===== config.mk =====
export PLATFORM = sky130hd
export DESIGN_NAME = bigmul_unit_csa
export DESIGN_NICKNAME = d
export VERILOG_FILES = /design/src/rtl/bigmul_unit_csa.sv
export SDC_FILE = /design/constraint.sdc
export NUM_CORES = 1
export LEC_CHECK = 0
export BUFFER_PORTS_ARGS = -buffer_cell sky130_fd_sc_hd__buf_2
export CAP_MARGIN = 20
export CORE_UTILIZATION = 51
export CTS_CLUSTER_DIAMETER = 200
export CTS_CLUSTER_SIZE = 14
export DETAILED_ROUTE_END_ITERATION = 10
export GPL_ROUTABILITY_DRIVEN = 0
export PLACE_DENSITY = 0.72
export RECOVER_POWER = 25
export SYNTH_ARGS = -nofsm -noshare
export SYNTH_HDL_FRONTEND = slang
export SYNTH_SLANG_ARGS = --single-unit

===== constraint.sdc =====
create_clock -name clk -period 4.1 [get_ports clk]
set_input_delay 0.205 -clock clk [delete_from_list [all_inputs] [get_ports clk]]
set_output_delay 0.205 -clock clk [all_outputs]
set_load 0.03 [all_outputs]

===== src/rtl/bigmul_unit_csa.sv =====
// 4096 x 4096-bit unsigned multiplier: one 64x64 word product per cycle, accumulated
// into deferred-carry columns, then one carry-propagate pass writes the 8192-bit product.
module bigmul_unit_csa (
  input  logic clk,
  input  logic rstn,
  input  logic start,
  output logic busy,
  output logic compute_done
);

  typedef enum logic [1:0] {IDLE, MUL, NORM, DONE} state_t;

  state_t       state_q, state_d;
  logic [5:0]   i_q, j_q;
  logic [6:0]   k_q;
  logic [8:0]   carry_q;

  logic [63:0]  cacheA [0:63];
  logic [63:0]  cacheB [0:63];
  logic [63:0]  result [0:127];
  logic [71:0]  col    [0:127];

  logic         accept;
  logic         mul_last;
  logic [127:0] prod;
  logic [6:0]   col_idx;
  logic [72:0]  norm_sum;

  assign accept   = start && (state_q == IDLE || state_q == DONE);
  assign mul_last = (i_q == 6'd63) && (j_q == 6'd63);
  assign prod     = {64'd0, cacheA[i_q]} * {64'd0, cacheB[j_q]};
  assign col_idx  = {1'b0, i_q} + {1'b0, j_q};
  assign norm_sum = {1'b0, col[k_q]} + {64'd0, carry_q};

  assign busy         = (state_q == MUL) || (state_q == NORM);
  assign compute_done = (state_q == DONE);

  // NOTE: next state gets a default before the case so no path leaves it unassigned (no latch).
  always_comb begin
    state_d = state_q;
    case (state_q)
      IDLE, DONE: if (start)           state_d = MUL;
      MUL:        if (mul_last)        state_d = NORM;
      NORM:       if (k_q == 7'd127)   state_d = DONE;
      default:                         state_d = IDLE;
    endcase
  end

  // NOTE: sequential state uses non-blocking assignments so every register samples pre-edge values.
  always_ff @(posedge clk or negedge rstn) begin
    if (!rstn) begin
      state_q <= IDLE;
      i_q     <= '0;
      j_q     <= '0;
      k_q     <= '0;
      carry_q <= '0;
    end else begin
      state_q <= state_d;
      if (accept) begin
        i_q <= '0;
        j_q <= '0;
      end else if (state_q == MUL) begin
        j_q <= j_q + 6'd1;
        if (j_q == 6'd63) i_q <= i_q + 6'd1;
        if (mul_last) begin
          k_q     <= '0;
          carry_q <= '0;
        end
      end else if (state_q == NORM) begin
        k_q     <= k_q + 7'd1;
        carry_q <= norm_sum[72:64];
      end
    end
  end

  // NOTE: column and result stores are deliberately outside the reset domain; they are
  // cleared or overwritten by the sequence itself, and result must survive a reset.
  always_ff @(posedge clk) begin
    if (accept) begin
      for (int c = 0; c < 128; c++) col[c] <= '0;
    end else if (state_q == MUL) begin
      // Low and high halves land in adjacent columns; carries between columns wait for NORM.
      col[col_idx]        <= col[col_idx]        + {8'd0, prod[63:0]};
      col[col_idx + 7'd1] <= col[col_idx + 7'd1] + {8'd0, prod[127:64]};
    end else if (state_q == NORM) begin
      result[k_q] <= norm_sum[63:0];
    end
  end

  // Simulation backdoor access to the operand and result stores.
  task automatic write_cacheA(input logic [5:0] idx, input logic [63:0] data);
    cacheA[idx] = data;
  endtask

  task automatic write_cacheB(input logic [5:0] idx, input logic [63:0] data);
    cacheB[idx] = data;
  endtask

  function automatic logic [63:0] read_result(input logic [6:0] idx);
    return result[idx];
  endfunction

endmodule


==> reports/qor.csv, run 1 <==
stage,metric,value,unit
timing,fin_skew,3.98,ps
timing,hold_viol_final,0,
placement,dp_hpwl,1400,um
cts,postCtsSetupRepairBufs,0,
timing,finalWorstSetupSlack,2150,ps
logic_synthesis,synth_cells,117,
finish,final_nets,134,
finish,syn2layout_area_growth,6.05,%
logic_synthesis,yosysTopAreaCell,dfrtp_1,
logic_synthesis,synth_area,0.00116,mm2
global_route,grt_usage,18.7,%
pwr,switchingPower,0.0667,mW
pwr,power.leakage,0.555,nW
logic_synthesis,yosys_warnings,0,
logic_synthesis,yosysSeqAreaShare,45.4,%
floorplan,core_area,0.00204,mm2
global_route,grt_pass1_wl,3560,um
floorplan,fp-row-count,16,
worst_setup_path,crit_buf_inv,1,
timing,rsz0062_at_grt,no,
floorplan,die_x,49.6,um
logic_synthesis,synthFlopType,dfrtp_1,
drt,drt_iter0_markers,17,
worst_setup_path,cp.arrival,2190,ps
timing,setup_viol,0,
finish,num-fill-cells,176,
worst_setup_path,crit_slowest_cell,ha_1,
drt,ant_nets,0,
timing,layout_min_cycle_time,1950,ps
worst_setup_path,crit_type,flop to flop,
timing,tns,0,ps
logic_synthesis,ys_ff_latch,21,
pwr,intPower,0.245,mW
cts,clock_sinks,21,
global_route,antenna_found_initial,0,
drt,routed_wl,1950,um
cts,clock_path_buffers,2,
drt,drc,0,
cts,tritoncts,yes,
logic_synthesis,yosysUniqueCellTypes,32,
finish,drive_above_1_share,11.4,%
status,outcome,finished clean,
worst_setup_path,path_delay_family,simple AND/OR/NAND/NOR gates,
logic_synthesis,synth_edf_count,0,
placement,portBuffers,4,
logic_synthesis,synth_top_cell_area_share,45.4,%
drt,first_pass_iters,4,
run,cap_violations,0,
pwr,power_frac_comb,1.7,%
timing,worst_pin_slew,1100,ps
logic_synthesis,syn-num-nets,127,
drt,post_drt_wl_per_cell,13.0,um
timing,max_clock_freq,512,MHz
cts,htreeDepth,1,
global_route,grt_pass1_vias,844,
placement,dp_cells,145,
timing,finalMaxSlewViolations,0,
worst_hold_path,hold_class,input pin to flop,
floorplan,dieHeight,49.6,um
worst_setup_path,crit_path_max_incr_delay,490,ps
drt,vias,841,
worst_setup_path,crit_path_start_kind,flop,
logic_synthesis,avgSynthCellArea,9.89,um2
placement,place_ws,2200,ps
pwr,p_clk_share,31.7,%
floorplan,io_pins,5,
floorplan,dieArea,0.00246,mm2
timing,period_share,47.7,%
logic_synthesis,synthArstFlopShare,100,%
finish,final_util,60.1,%
global_route,grt_max_degree,22,
logic_synthesis,yosysMostFrequentCell,dfrtp_1,
worst_setup_path,path_max_fanout,14,
cts,clk_pin_slew_worst_paths,120,ps
worst_setup_path,cp-end-kind,flop,
floorplan,start_util,56.7,%
timing,slew_headroom,26.8,%
pwr,swShare,21.4,%
logic_synthesis,synth.area.top_cells,"dfrtp_1 45%, ha_1 7.6%, nor2_1 5.2%",
pwr,power_density,254,mW/mm2
cts,cts_made_buffers,3,
pwr,power_frac_seq,66.5,%
worst_setup_path,cp.required,4330,ps
pwr,worst_ir_drop_vdd,171,uV
logic_synthesis,synth_common_cells,"21 x dfrtp_1, 16 x nor2_1, 11 x nand2_1",
worst_setup_path,cp_cell_sequence,inv_1 -> ha_1 -> and2_2 -> nand3_1 -> or3_1 -> a21oi_1,
drt,drt-vias-per-instance,5.61,
cts,cts_root_buf,clkbuf_4,
cts,clk_latency,300,ps
finish,diodes,0,
cts,cts_resized,0,
finish,final_cells,150,
global_route,overflow,0,
state kept, by name, summed over array words and instances (netlist names):
register,cells
i_q,6
j_q,6
state_q,2
k_q,7
layout by cell type, fill, tap and decap left out, drive strengths merged:
cell type / instances
nor3: 4
mux2i: 3
inv: 5
buf: 3
nand3b: 1
nand2: 11
a22o: 1
nor2: 16
clkinv: 1
nor4: 1
o211ai: 1
mux2: 1
nand4: 3
xor2: 5
and4: 2
dfrtp: 21
ha: 7
a31o: 1
a41oi: 1
o21bai: 1
dlygate4sd3: 1
o21ai: 7
o31ai: 1
and2: 3
a21oi: 4
xnor2: 4
nand3: 8
or3: 1
clkbuf: 4
a32o: 1
per-layer routing:
| layer | vias to the layer above | share of wire, % | track usage (%) |
|---|---|---|---|
| met5 | - | 0 | 0 |
| met3 | 3 | 2.3 | 2.78 |
| met4 | 0 | 0.97 | 7.14 |
| met1 | 405 | 49 | 23.3 |
| li1 | 417 | - | - |
| met2 | 16 | 48 | 32.2 |
logic make-up after synthesis:
group           synth area share (%)
xor+xnor                        6.81
mux                             3.57
simple gates                    21.8
fa+ha+maj                       7.57
compound gates                  11.5
flops                           45.4
buf+inv                         3.35
cell type report:
cell class / count / area [um2] / share of cell area, %
flip-flops and latches: 21 / 526 / 42.8
well taps: 27 / 33.8 / 2.75
clock buffers: 3 / 22.5 / 1.83
repair buffers: 5 / 28.8 / 2.34
multi-input cells: 88 / 593 / 48.3
clock inverters: 1 / 5.00 / 0.408
inverters: 5 / 18.8 / 1.53
through the flow:
stage / hold WS, ps / total power [mW] / instance area (um2)
finish: 212 / 0.311 / 1230
global route: 234 / 0.328 / 1230
global placement: 183 / 0.216 / 1190
CTS: 212 / 0.317 / 1230
detailed placement: 183 / 0.216 / 1190
floorplan: -90.6 / 0.211 / 1160
worst paths after layout:
check	startpoint	end	slack, ps	cells after the start
min in group asynchronous	rstn	j_q[2]	610	2
worst min-delay path	start	state_q[1]	210	3
worst max-delay path	state_q[1]	j_q[5]	2150	6
worst max register to register	state_q[1]	j_q[5]	2150	6
max in group asynchronous	rstn	j_q[1]	2830	2
worst min register to register	k_q[1]	k_q[1]	530	2
power by group through the flow:
stage | Combinational, mW | Clock, mW | Sequential (mW)
floorplan | 0.0000197 | 0 | 0.211
global placement | 0.00517 | 0 | 0.211
detailed placement | 0.00519 | 0 | 0.211
CTS | 0.00595 | 0.104 | 0.207
global route | 0.00653 | 0.114 | 0.207
finish | 0.00542 | 0.0988 | 0.207
timing repair:
action | 4_1_cts | 5_1_grt
endpoints found under the setup margin | 0 | 0
hold endpoints to repair | 21 | 0
hold buffers | 1 | 0
worst reg2reg max path, delay by kind of cell (launching register included):
kind / cells / cell delay [ps]
simple gates: 3 / 740
fa+ha+maj: 1 / 490
flops: 1 / 430
compound gates: 1 / 140
buf+inv: 1 / 90
Power figures use the tool's default switching activity.
==> run 2, diff against run 1 <==
==> constraint.sdc (replaced) <==
create_clock -name clk -period 1.8 [get_ports clk]
set_input_delay 0.09 -clock clk [delete_from_list [all_inputs] [get_ports clk]]
set_output_delay 0.09 -clock clk [all_outputs]
set_load 0.03 [all_outputs]
==> run 2 against run 1 <==
Non-clock buffer count up 2. Die area unchanged. Global-route usage up 0.061 points. Power up 130%. First-iteration DRC count up 18%. Final area up 1.2%. Sequential share of layout area down 0.52 points. Critical path depth unchanged. Routed wire length up 0.56%. Count of clock-buffer cells in the layout unchanged. Critical path type unchanged. Largest cell class unchanged. Highest routed layer unchanged.
==> reports/qor.csv, run 2 (synthesis gave the netlist of run 1 again) <==
stage,metric,value,unit
cts,clock_sinks,21,
drt,routed_wl,1960,um
drt,first_pass_iters,4,
timing,max_clock_freq,566,MHz
placement,dp_cells,147,
cts,cts_resized,0,
finish,final_cells,152,
global_route,grt_usage,18.7,%
worst_setup_path,cp-end-kind,flop,
finish,syn2layout_area_growth,7.35,%
cts,clk_latency,290,ps
timing,worst_pin_slew,1100,ps
timing,rsz0062_at_grt,yes,
timing,period_share,98.2,%
worst_setup_path,crit_path_start_kind,flop,
timing,fin_skew,0.730,ps
finish,final_nets,136,
worst_hold_path,hold_class,input pin to flop,
finish,largest_reg_flops,7,
pwr,power.leakage,0.566,nW
cts,tritoncts,yes,
timing,setup_viol,0,
worst_setup_path,path_max_fanout,8,
finish,mostFrequentLayoutCells,"21 x dfrtp_1, 16 x nor2_1, 11 x nand2_1, 8 x nand3_1",
floorplan,start_util,56.7,%
floorplan,io_pins,5,
global_route,met3_usage,3.70,%
cts,clk_pin_slew_worst_paths,120,ps
drt,post_drt_wl_per_cell,12.9,um
worst_setup_path,rrSetupSlack,30,ps
drt,drt-vias-per-instance,5.51,
drt,vias,838,
placement,portBuffers,4,
cts,cts_root_buf,clkbuf_4,
finish,regArea,526,um2
global_route,busiest_layer,met2,
drt,drt_iter0_markers,20,
finish,largest-register,k_q,
timing,slew_headroom,26.4,%
finish,num-fill-cells,170,
cts,postCtsSetupRepairBufs,0,
timing,whs,115,ps
worst_setup_path,crit_type,flop to flop,
drt,ant_nets,0,
worst_setup_path,cp.arrival,1960,ps
global_route,grt_pass1_wl,3570,um
floorplan,die_x,49.6,um
global_route,met2_usage,29.7,%
global_route,met1_usage,26.3,%
floorplan,fp-row-count,16,
floorplan,dieArea,0.00246,mm2
cts,htreeDepth,1,
global_route,grt_max_degree,22,
floorplan,dieHeight,49.6,um
floorplan,core_area,0.00204,mm2
pwr,power_density,567,mW/mm2
timing,finalMaxSlewViolations,0,
global_route,overflow,0,
finish,top_regs,"k_q (7), i_q (6), j_q (6)",
cts,cts_made_buffers,3,
timing,layout_min_cycle_time,1770,ps
finish,diodes,0,
finish,final_common_cell,dfrtp_1,
global_route,antenna_found_initial,0,
finish,final_util,60.8,%
drt,drc,0,
cts,clock_path_buffers,2,
finish,multi_input_comb_area,593,um2
global_route,grt_pass1_vias,794,
pwr,worst_ir_drop_vdd,462,uV
worst_setup_path,cp.required,1990,ps
run,cap_violations,0,
placement,dp_hpwl,1460,um
timing,hold_viol_final,0,
status,outcome,finished clean,
finish,drive_above_1_share,12.8,%
[run 2: final timing paths]
check,start,endpoint,depth (start not counted)
max in group asynchronous,rstn,k_q[3],2
setup reg to reg,state_q[0],k_q[5],6
hold / removal,start,state_q[1],3
min in group asynchronous,rstn,i_q[1],2
setup / recovery,state_q[0],k_q[5],6
hold reg to reg,k_q[1],k_q[1],2
[run 2: what timing repair did]
action	in CTS	in global routing
hold endpoints to repair	21	0
hold buffers	1	0
setup endpoints to repair	0	3
[run 2: layout make-up]
cell class	instances	share of cell area, %
inverter	5	1.51
clock buffer	3	1.81
clock inverter	1	0.403
sequential	21	42.3
timing repair buffer	7	3.52
tap	27	2.72
multi-input combinational	88	47.7
[run 2: through the flow]
step           setup WS [ps]  setup TNS [ps]  cell area, um2  power (mW)
4_1_cts                 50.5               0            1240       0.713
2_1_floorplan           1.77               0            1160       0.481
3_5_place_dp            60.6               0            1210       0.492
5_1_grt                -62.3            -132            1240       0.735
6_report                32.4               0            1240       0.705
3_3_place_gp             155               0            1210       0.492
[run 2: worst max-delay path: stages (launching register included)]
cell and delay [ps]:
dfrtp_1 420, inv_1 80, ha_1 400, nor2_1 290, a41oi_4 90, o21bai_1 190
a22o_1 180
[run 2: per-layer routing]
metal | share of wire (%) | routed length [um] | vias up
li1 | - | - | 423
met5 | 0 | 0 | -
met2 | 46 | 898 | 12
met4 | 0.77 | 15 | 0
met3 | 3.6 | 70 | 2
met1 | 50 | 975 | 401
[run 2: report_power, final]
group	total, mW	switching, mW	internal, mW
Clock	0.221	0.138	0.0826
Combinational	0.0124	0.00972	0.00269
Sequential	0.472	0	0.472
Total	0.705	0.148	0.557
